--- src/rtl/nibble_add_seq.sv ---
// nibble_add_seq: wide add/subtract sequenced LSB-first, one nibble per clock, over an external 4-bit adder slice.
// Optional signed-overflow flag is built when NIBBLE_ADD_SEQ_OVF_EN is defined; otherwise ovf is tied to 0.
module nibble_add_seq #(
  parameter int NIBBLES = 4
) (
  input  logic                   clk,
  input  logic                   rst_n,
  input  logic                   start,
  input  logic                   sub,
  input  logic [4*NIBBLES-1:0]   op_a,
  input  logic [4*NIBBLES-1:0]   op_b,
  output logic                   busy,
  output logic                   done,
  output logic [4*NIBBLES-1:0]   result,
  output logic                   carry_out,
  output logic                   ovf,
  output logic [3:0]             add_a,
  output logic [3:0]             add_b,
  output logic                   add_cin,
  input  logic [3:0]             add_sum,
  input  logic                   add_cout
);

  localparam int W  = 4 * NIBBLES;
  localparam int IW = (NIBBLES > 1) ? $clog2(NIBBLES) : 1;
  localparam logic [IW-1:0] LAST_IDX = IW'(NIBBLES - 1);

  typedef enum logic [1:0] {IDLE, RUN, DONE} state_t;

  state_t         state, state_nx;
  logic [W-1:0]   a_reg, b_reg;
  logic           sub_reg;
  logic [IW-1:0]  idx;
  logic [IW+1:0]  base;
  logic           carry_reg;
  logic           accept;
  logic           last;

  assign base = {idx, 2'b00};
  assign last = (idx == LAST_IDX);

  always_ff @(posedge clk or negedge rst_n) begin
    if (!rst_n) state <= IDLE;
    else        state <= state_nx;
  end

  // The adder ports carry the current nibble only while running, and are parked at 0 otherwise.
  always_comb begin
    state_nx = state;
    busy     = 1'b0;
    done     = 1'b0;
    accept   = 1'b0;
    add_a    = 4'h0;
    add_b    = 4'h0;
    add_cin  = 1'b0;
    case (state)
      IDLE: begin
        if (start) begin
          accept   = 1'b1;
          state_nx = RUN;
        end
      end
      RUN: begin
        busy    = 1'b1;
        add_a   = a_reg[base +: 4];
        add_b   = sub_reg ? ~b_reg[base +: 4] : b_reg[base +: 4];
        add_cin = carry_reg;
        if (last) state_nx = DONE;
      end
      DONE: begin
        done = 1'b1;
        if (start) begin
          accept   = 1'b1;
          state_nx = RUN;
        end else begin
          state_nx = IDLE;
        end
      end
      default: state_nx = IDLE;
    endcase
  end

  // Subtraction is a + ~b + 1, so the carry register is seeded with sub.
  always_ff @(posedge clk or negedge rst_n) begin
    if (!rst_n) begin
      a_reg     <= '0;
      b_reg     <= '0;
      sub_reg   <= 1'b0;
      idx       <= '0;
      carry_reg <= 1'b0;
      result    <= '0;
      carry_out <= 1'b0;
    end else if (accept) begin
      a_reg     <= op_a;
      b_reg     <= op_b;
      sub_reg   <= sub;
      idx       <= '0;
      carry_reg <= sub;
    end else if (state == RUN) begin
      result[base +: 4] <= add_sum;
      carry_reg         <= add_cout;
      if (last) begin
        idx       <= '0;
        carry_out <= add_cout;
      end else begin
        idx <= idx + 1'b1;
      end
    end
  end

`ifdef NIBBLE_ADD_SEQ_OVF_EN
  logic msb_cin;

  // Carry into the MSB is recovered from the slice's own MSB sum bit.
  assign msb_cin = add_a[3] ^ add_b[3] ^ add_sum[3];

  always_ff @(posedge clk or negedge rst_n) begin
    if (!rst_n)                    ovf <= 1'b0;
    else if (state == RUN && last) ovf <= msb_cin ^ add_cout;
  end
`else
  assign ovf = 1'b0;
`endif

endmodule
--- config.mk ---
export PLATFORM = sky130hd
export DESIGN_NAME = nibble_add_seq
export DESIGN_NICKNAME = d
export VERILOG_FILES = /design/src/rtl/nibble_add_seq.sv
export SDC_FILE = /design/constraint.sdc
export NUM_CORES = 1
export LEC_CHECK = 0
export CAP_MARGIN = 20
export CORE_MARGIN = 3
export CORE_UTILIZATION = 35
export CTS_BUF_LIST = sky130_fd_sc_hd__clkbuf_8
export DETAILED_ROUTE_END_ITERATION = 10
export PLACE_DENSITY_LB_ADDON = 0.05
export SETUP_SLACK_MARGIN = 0.5
export SYNTH_ARGS = -nofsm -noshare
export SYNTH_HDL_FRONTEND = slang
export SYNTH_SLANG_ARGS = --single-unit
--- constraint.sdc ---
create_clock -name clk -period 1.9 [get_ports clk]
set_input_delay 0.57 -clock clk [delete_from_list [all_inputs] [get_ports clk]]
set_output_delay 0.57 -clock clk [all_outputs]
set_load 0.02 [all_outputs]
# Yosys cells after proc, flatten, opt, wreduce, memory -nomap -nowiden
# Cells that the tools add are included.
# op_classes
add_sub_neg	2
n_eq_ne	5
shift	4
n_mux	18
n_bitwise	2
n_reduce_logical	6
# ops
operator	count
$shiftx 16x5->4	2
$bwmux 16	1
$shift 4x6->16 const A	1
$shiftx 4x6->16	1
$mux 4	3
$mux 2	5
$mux 1	8
$neg 4->6	1
$pmux 2 s3	1
$eq 2x2->1 const B	2
$ne 2x2->1 const B	2
$not 4->4	1
$reduce_and 2->1	2
$reduce_and 3->1	1
$add 2x1->2 const B	1
$eq 2x1->1 const B	1
$logic_not 2->1	1
$reduce_bool 2->1	1
$reduce_or 2->1	1
$not 1->1	1
# totals
ff_bits	55
in_bits	41
out_inout_bits	29
word_cells	45

# Longest topological paths before layout
# logic_depth
ltp_word	5
depth_mapped	6
mapped_depth_nobuf	5

# Least setup slack after synthesis
# No wires, ideal clock.
# synth_path
path_type	flip-flop to output port
startpoint	reg idx[0]
endpoint	out add_b[2]
arrival_time_ps	1573
required_time_ps	1330
setup_slack_ps	-243
path_stages_with_launch	5
n_path_buf	1
cell_sequence	dfrtp_1 -> buf_6 -> mux4_2 -> xnor2_1 -> nor2_1
# synth_via
elab_chain_len	4
# synth_rtl
element	line_no	source
start: declaration	33	logic [IW-1:0] idx;
start signal: assignment	106	idx <= idx + 1'b1;
$shiftx 16x5->4 *	66	add_b = sub_reg ? ~b_reg[base +: 4] : b_reg[base +: 4];
$not 4->4	66	
$mux 4 *	66	
$mux 4 *	56	case (state)
end: declaration	18	output logic [3:0] add_b,
# Every way passes the cells marked *; elsewhere a longest branch is shown, timed or not.

# Final worst setup path
# layout_path
startpoint	reg idx[0]
endpoint	out add_b[0]
# Same word-level chain as after synthesis.

==> impl_metrics.prom <==
# TYPE chip_impl_metric gauge
chip_impl_info{name="setup.worst_path.start_class",value="flip-flop"} 1
chip_impl_metric{name="worstSkewPairLatency",unit="ns"} 0.31
chip_impl_metric{name="wl_per_cell",unit="um"} 14.0
chip_impl_info{name="reg2reg_from",value="idx[0]"} 1
chip_impl_metric{name="final.hold.worst_slack",unit="ns"} 0.162
chip_impl_metric{name="initial_core_util",unit="%"} 36.9
chip_impl_info{name="r2r-end",value="result[10]"} 1
chip_impl_metric{name="grt_pass1_vias",unit=""} 2095
chip_impl_info{name="worst_hold_path_type",value="input port to asynchronous set/reset pin"} 1
chip_impl_metric{name="wl",unit="mm"} 6.38
chip_impl_info{name="violations",value="setup timing"} 1
chip_impl_metric{name="path_buf_inv",unit=""} 3
chip_impl_metric{name="clkTransAtPathRegs",unit="ns"} 0.11
chip_impl_info{name="status",value="complete, but fails checks"} 1
chip_impl_metric{name="route.detailed.vias_per_inst",unit=""} 4.54
chip_impl_metric{name="ys_ff_latch",unit=""} 55
chip_impl_metric{name="max_cap_violations",unit=""} 0
chip_impl_metric{name="routedLengthMet1",unit="mm"} 3.01
chip_impl_metric{name="syn-num-nets",unit=""} 286
chip_impl_info{name="timing.critical_path.mode_cell",value="sky130_fd_sc_hd__buf_4"} 1
chip_impl_metric{name="number_of_i_o_port_buffers",unit=""} 68
chip_impl_metric{name="maxSlewViolCount",unit=""} 0
chip_impl_info{name="critical_path.cell_chain",value="buf_4 > buf_4 > mux4_2 > xnor2_1 > nor2_2 > buf_4"} 1
chip_impl_metric{name="core_region_area",unit="sq um"} 6940
chip_impl_info{name="worst-setup-path-type",value="flip-flop to primary output"} 1
chip_impl_metric{name="numPlacedInstances",unit=""} 409
chip_impl_metric{name="clkSinkCount",unit=""} 55
chip_impl_metric{name="fin_skew",unit="ns"} 0.0123
chip_impl_metric{name="ratio_of_cells_with_drive_above_1_in_the_final_layout",unit="%"} 36.9
chip_impl_info{name="clock-root-buffer",value="sky130_fd_sc_hd__clkbuf_8"} 1
chip_impl_metric{name="met3RoutedLength",unit="um"} 343
chip_impl_info{name="critPathCaptureType",value="primary output"} 1
chip_impl_info{name="worst_path_dominant_cell_family",value="flip-flops"} 1
chip_impl_metric{name="worst_path_largest_cell_delay",unit="ns"} 0.45
chip_impl_metric{name="r2r.worst_path.cells",unit=""} 8
chip_impl_metric{name="antenna_violations_before_repair",unit=""} 0
chip_impl_metric{name="grt_start_max_net_pins",unit=""} 41
chip_impl_metric{name="htree_num_levels",unit=""} 2
chip_impl_metric{name="synth.avg_cell_area",unit="sq um"} 10.7
chip_impl_metric{name="fin_crit_sh",unit="%"} 127
chip_impl_metric{name="cts-buffers-inserted",unit=""} 5
chip_impl_info{name="cts_tree",value="done"} 1
chip_impl_metric{name="detailedPlacementHpwl",unit="mm"} 4.27
chip_impl_metric{name="report.power.total",unit="uW"} 7040
chip_impl_metric{name="static-leakage-power",unit="uW"} 0.00200
chip_impl_metric{name="drtIter0Drc",unit=""} 55
chip_impl_metric{name="routed-via-count",unit=""} 2072
chip_impl_metric{name="first_pass_iters",unit=""} 4
chip_impl_metric{name="final_design_area_no_fill",unit="sq um"} 4100
chip_impl_metric{name="dieHeight",unit="um"} 91.6
chip_impl_metric{name="pwr_density_cell",unit="nW/um^2"} 1720
chip_impl_metric{name="layout_min_cycle_time",unit="ns"} 2.41
chip_impl_metric{name="final_antenna_net_count",unit=""} 0
chip_impl_metric{name="final_cells",unit=""} 456
chip_impl_metric{name="top_level_ports",unit=""} 70
chip_impl_metric{name="area_growth_syn_to_layout",unit="%"} 60.0
chip_impl_info{name="rsz0062_at_grt",value="yes"} 1
chip_impl_metric{name="synthCells",unit=""} 239
chip_impl_metric{name="route.met2.wl",unit="mm"} 2.95
chip_impl_metric{name="timing.final.setup_violations",unit=""} 8
chip_impl_metric{name="final_worst_path_setup_slack",unit="ns"} -0.512
chip_impl_metric{name="hold_violations",unit=""} 0
chip_impl_metric{name="ys_warn_count",unit=""} 0
chip_impl_metric{name="fp.dieW",unit="um"} 91.6
chip_impl_metric{name="worst_ep_required_time",unit="ns"} 1.33
chip_impl_metric{name="worst-path-stages",unit=""} 6
chip_impl_metric{name="timing.critical_path.arrival",unit="ns"} 1.84
chip_impl_metric{name="preCtsSetupSlack",unit="ns"} -0.566
chip_impl_metric{name="die-area",unit="sq um"} 8380
chip_impl_metric{name="nets",unit=""} 406
chip_impl_metric{name="fmax",unit="MHz"} 415
chip_impl_metric{name="overall_global_routing_resource_usage",unit="%"} 15.7
chip_impl_metric{name="overflow_after_grt",unit=""} 0
chip_impl_info{name="cell_with_the_largest_stage_delay_on_the_worst_path",value="sky130_fd_sc_hd__dfrtp_2"} 1
chip_impl_metric{name="crit_fanout",unit=""} 3
chip_impl_metric{name="synth.yosys.seq_area_share",unit="%"} 53.7
chip_impl_metric{name="yosysUniqueCellTypes",unit=""} 29
chip_impl_metric{name="rows",unit=""} 30
chip_impl_metric{name="cell_area_after_placement",unit="sq um"} 3510
chip_impl_metric{name="n_antenna_cell",unit=""} 0
chip_impl_metric{name="maximum_count_of_clock_buffers_along_a_single_path",unit=""} 2
chip_impl_metric{name="place.gp.congestion",unit=""} 0.736
chip_impl_metric{name="drc_errors",unit=""} 0
chip_impl_metric{name="vdd_ir_drop_max",unit="V"} 0.000551
chip_impl_metric{name="worst-r2r-setup-slack",unit="ns"} 0.19
chip_impl_metric{name="synthesis.area",unit="sq um"} 2560
chip_impl_info{name="top_layer",value="met4"} 1
chip_impl_metric{name="grt_first_pass_wirelength",unit="mm"} 10.5
==> Yosys cell counts <==
cell                         n  area share, %
sky130_fd_sc_hd__nand2_1   101             15
sky130_fd_sc_hd__dfrtp_1    55             54
sky130_fd_sc_hd__a22o_1     16            5.5
sky130_fd_sc_hd__buf_2       8            1.6
sky130_fd_sc_hd__ha_1        6            2.9
sky130_fd_sc_hd__mux4_1      6            6.2
sky130_fd_sc_hd__and2_1      5            1.2
sky130_fd_sc_hd__nor2_1      4           0.59
sky130_fd_sc_hd__nor2b_1     4           0.98
sky130_fd_sc_hd__xnor2_1     4            1.4
sky130_fd_sc_hd__nand2b_1    3           0.73
sky130_fd_sc_hd__nand3b_1    3           0.88
sky130_fd_sc_hd__buf_4       2           0.59
sky130_fd_sc_hd__clkbuf_1    2           0.29
sky130_fd_sc_hd__inv_2       2           0.29
sky130_fd_sc_hd__mux4_2      2            1.8
sky130_fd_sc_hd__nand3_1     2           0.39
sky130_fd_sc_hd__nor4_4      2            1.7
sky130_fd_sc_hd__o31ai_1     2           0.59
sky130_fd_sc_hd__a22oi_1     1           0.29
sky130_fd_sc_hd__and2_2      1           0.29
sky130_fd_sc_hd__buf_6       1           0.44
sky130_fd_sc_hd__conb_1      1           0.15
sky130_fd_sc_hd__inv_1       1           0.15
sky130_fd_sc_hd__mux2_4      1           0.59
sky130_fd_sc_hd__nand3b_2    1           0.44
sky130_fd_sc_hd__nor4b_2     1           0.59
sky130_fd_sc_hd__nor4b_4     1           0.93
sky130_fd_sc_hd__o21ai_0     1           0.20
==> cell usage in the layout, fill, tap and decap left out, types with 2 or more instances in the layout <==
cell type	count
sky130_fd_sc_hd__clkbuf_8	5
sky130_fd_sc_hd__clkbuf_16	2
sky130_fd_sc_hd__nor2b_1	2
sky130_fd_sc_hd__nand3b_1	3
sky130_fd_sc_hd__dfrtp_2	3
sky130_fd_sc_hd__ha_4	4
sky130_fd_sc_hd__buf_6	39
sky130_fd_sc_hd__nor4_4	2
sky130_fd_sc_hd__nand2b_4	2
sky130_fd_sc_hd__buf_2	2
sky130_fd_sc_hd__dfrtp_1	52
sky130_fd_sc_hd__nor2b_4	2
sky130_fd_sc_hd__clkdlybuf4s50_1	38
sky130_fd_sc_hd__a22o_1	16
sky130_fd_sc_hd__and2_4	6
sky130_fd_sc_hd__nand2_1	101
sky130_fd_sc_hd__xnor2_1	3
sky130_fd_sc_hd__mux4_2	7
sky130_fd_sc_hd__buf_4	39
sky130_fd_sc_hd__o31ai_1	2
sky130_fd_sc_hd__nor2_2	4
sky130_fd_sc_hd__nand3_1	2
sky130_fd_sc_hd__buf_12	5
==> layout make-up <==
class	count	area (sq um)
multi-input combinational	168	1200
timing repair buffer	126	1280
inverter	3	33.8
fill	621	2840
clock buffer	5	68.8
tap	96	120
clock inverter	3	16.3
sequential	55	1380
==> cell families after synthesis <==
family | synth area share, %
AOI/OAI and AO/OA | 6.54
xor gates and xnor gates | 1.37
adders and majority gates | 2.93
buffers and inverters | 3.32
DFF | 53.7
muxes | 8.50
other | 0.146
and+or+nand+nor | 23.5
==> where the power goes <==
group          leakage, uW  switching [uW]  total, uW  internal (uW)
Sequential        0.000698             376       2090           1710
Clock            0.0000453             390        644            254
Combinational      0.00125            1870       4310           2440
Total              0.00200            2640       7040           4400
==> routing by layer <==
layer	global-route usage, %	up-vias
met4	4.15	0
met2	23.5	51
met5	0	-
met1	22.5	985
li1	-	1030
met3	4.06	6
==> metrics by stage <==
stage	util (%)	setup TNS [ns]
after floorplan	-	-0.138
after global placement	50.5	-4.19
after detailed placement	50.5	-4.34
after CTS	55.0	-3.20
after global routing	59.0	-3.56
final	59.0	-3.11
==> repair_timing <==
item                       4_1_cts  5_1_grt
setup endpoints to repair       50       68
hold buffers                     0        0
setup buffers                   21       15
pin swaps                       10       16
resized for setup              185       24
gates cloned                     0        3
==> worst max-delay path by stage <==
stage / to / from
final: add_b[0] / idx[0]
after global placement: add_b[0] / idx[0]
after CTS: add_b[2] / idx[0]
after floorplan: add_b[2] / idx[0]
after global routing: add_b[1] / idx[0]
after detailed placement: add_a[2] / idx[0]
Power figures use the tool's default switching activity.
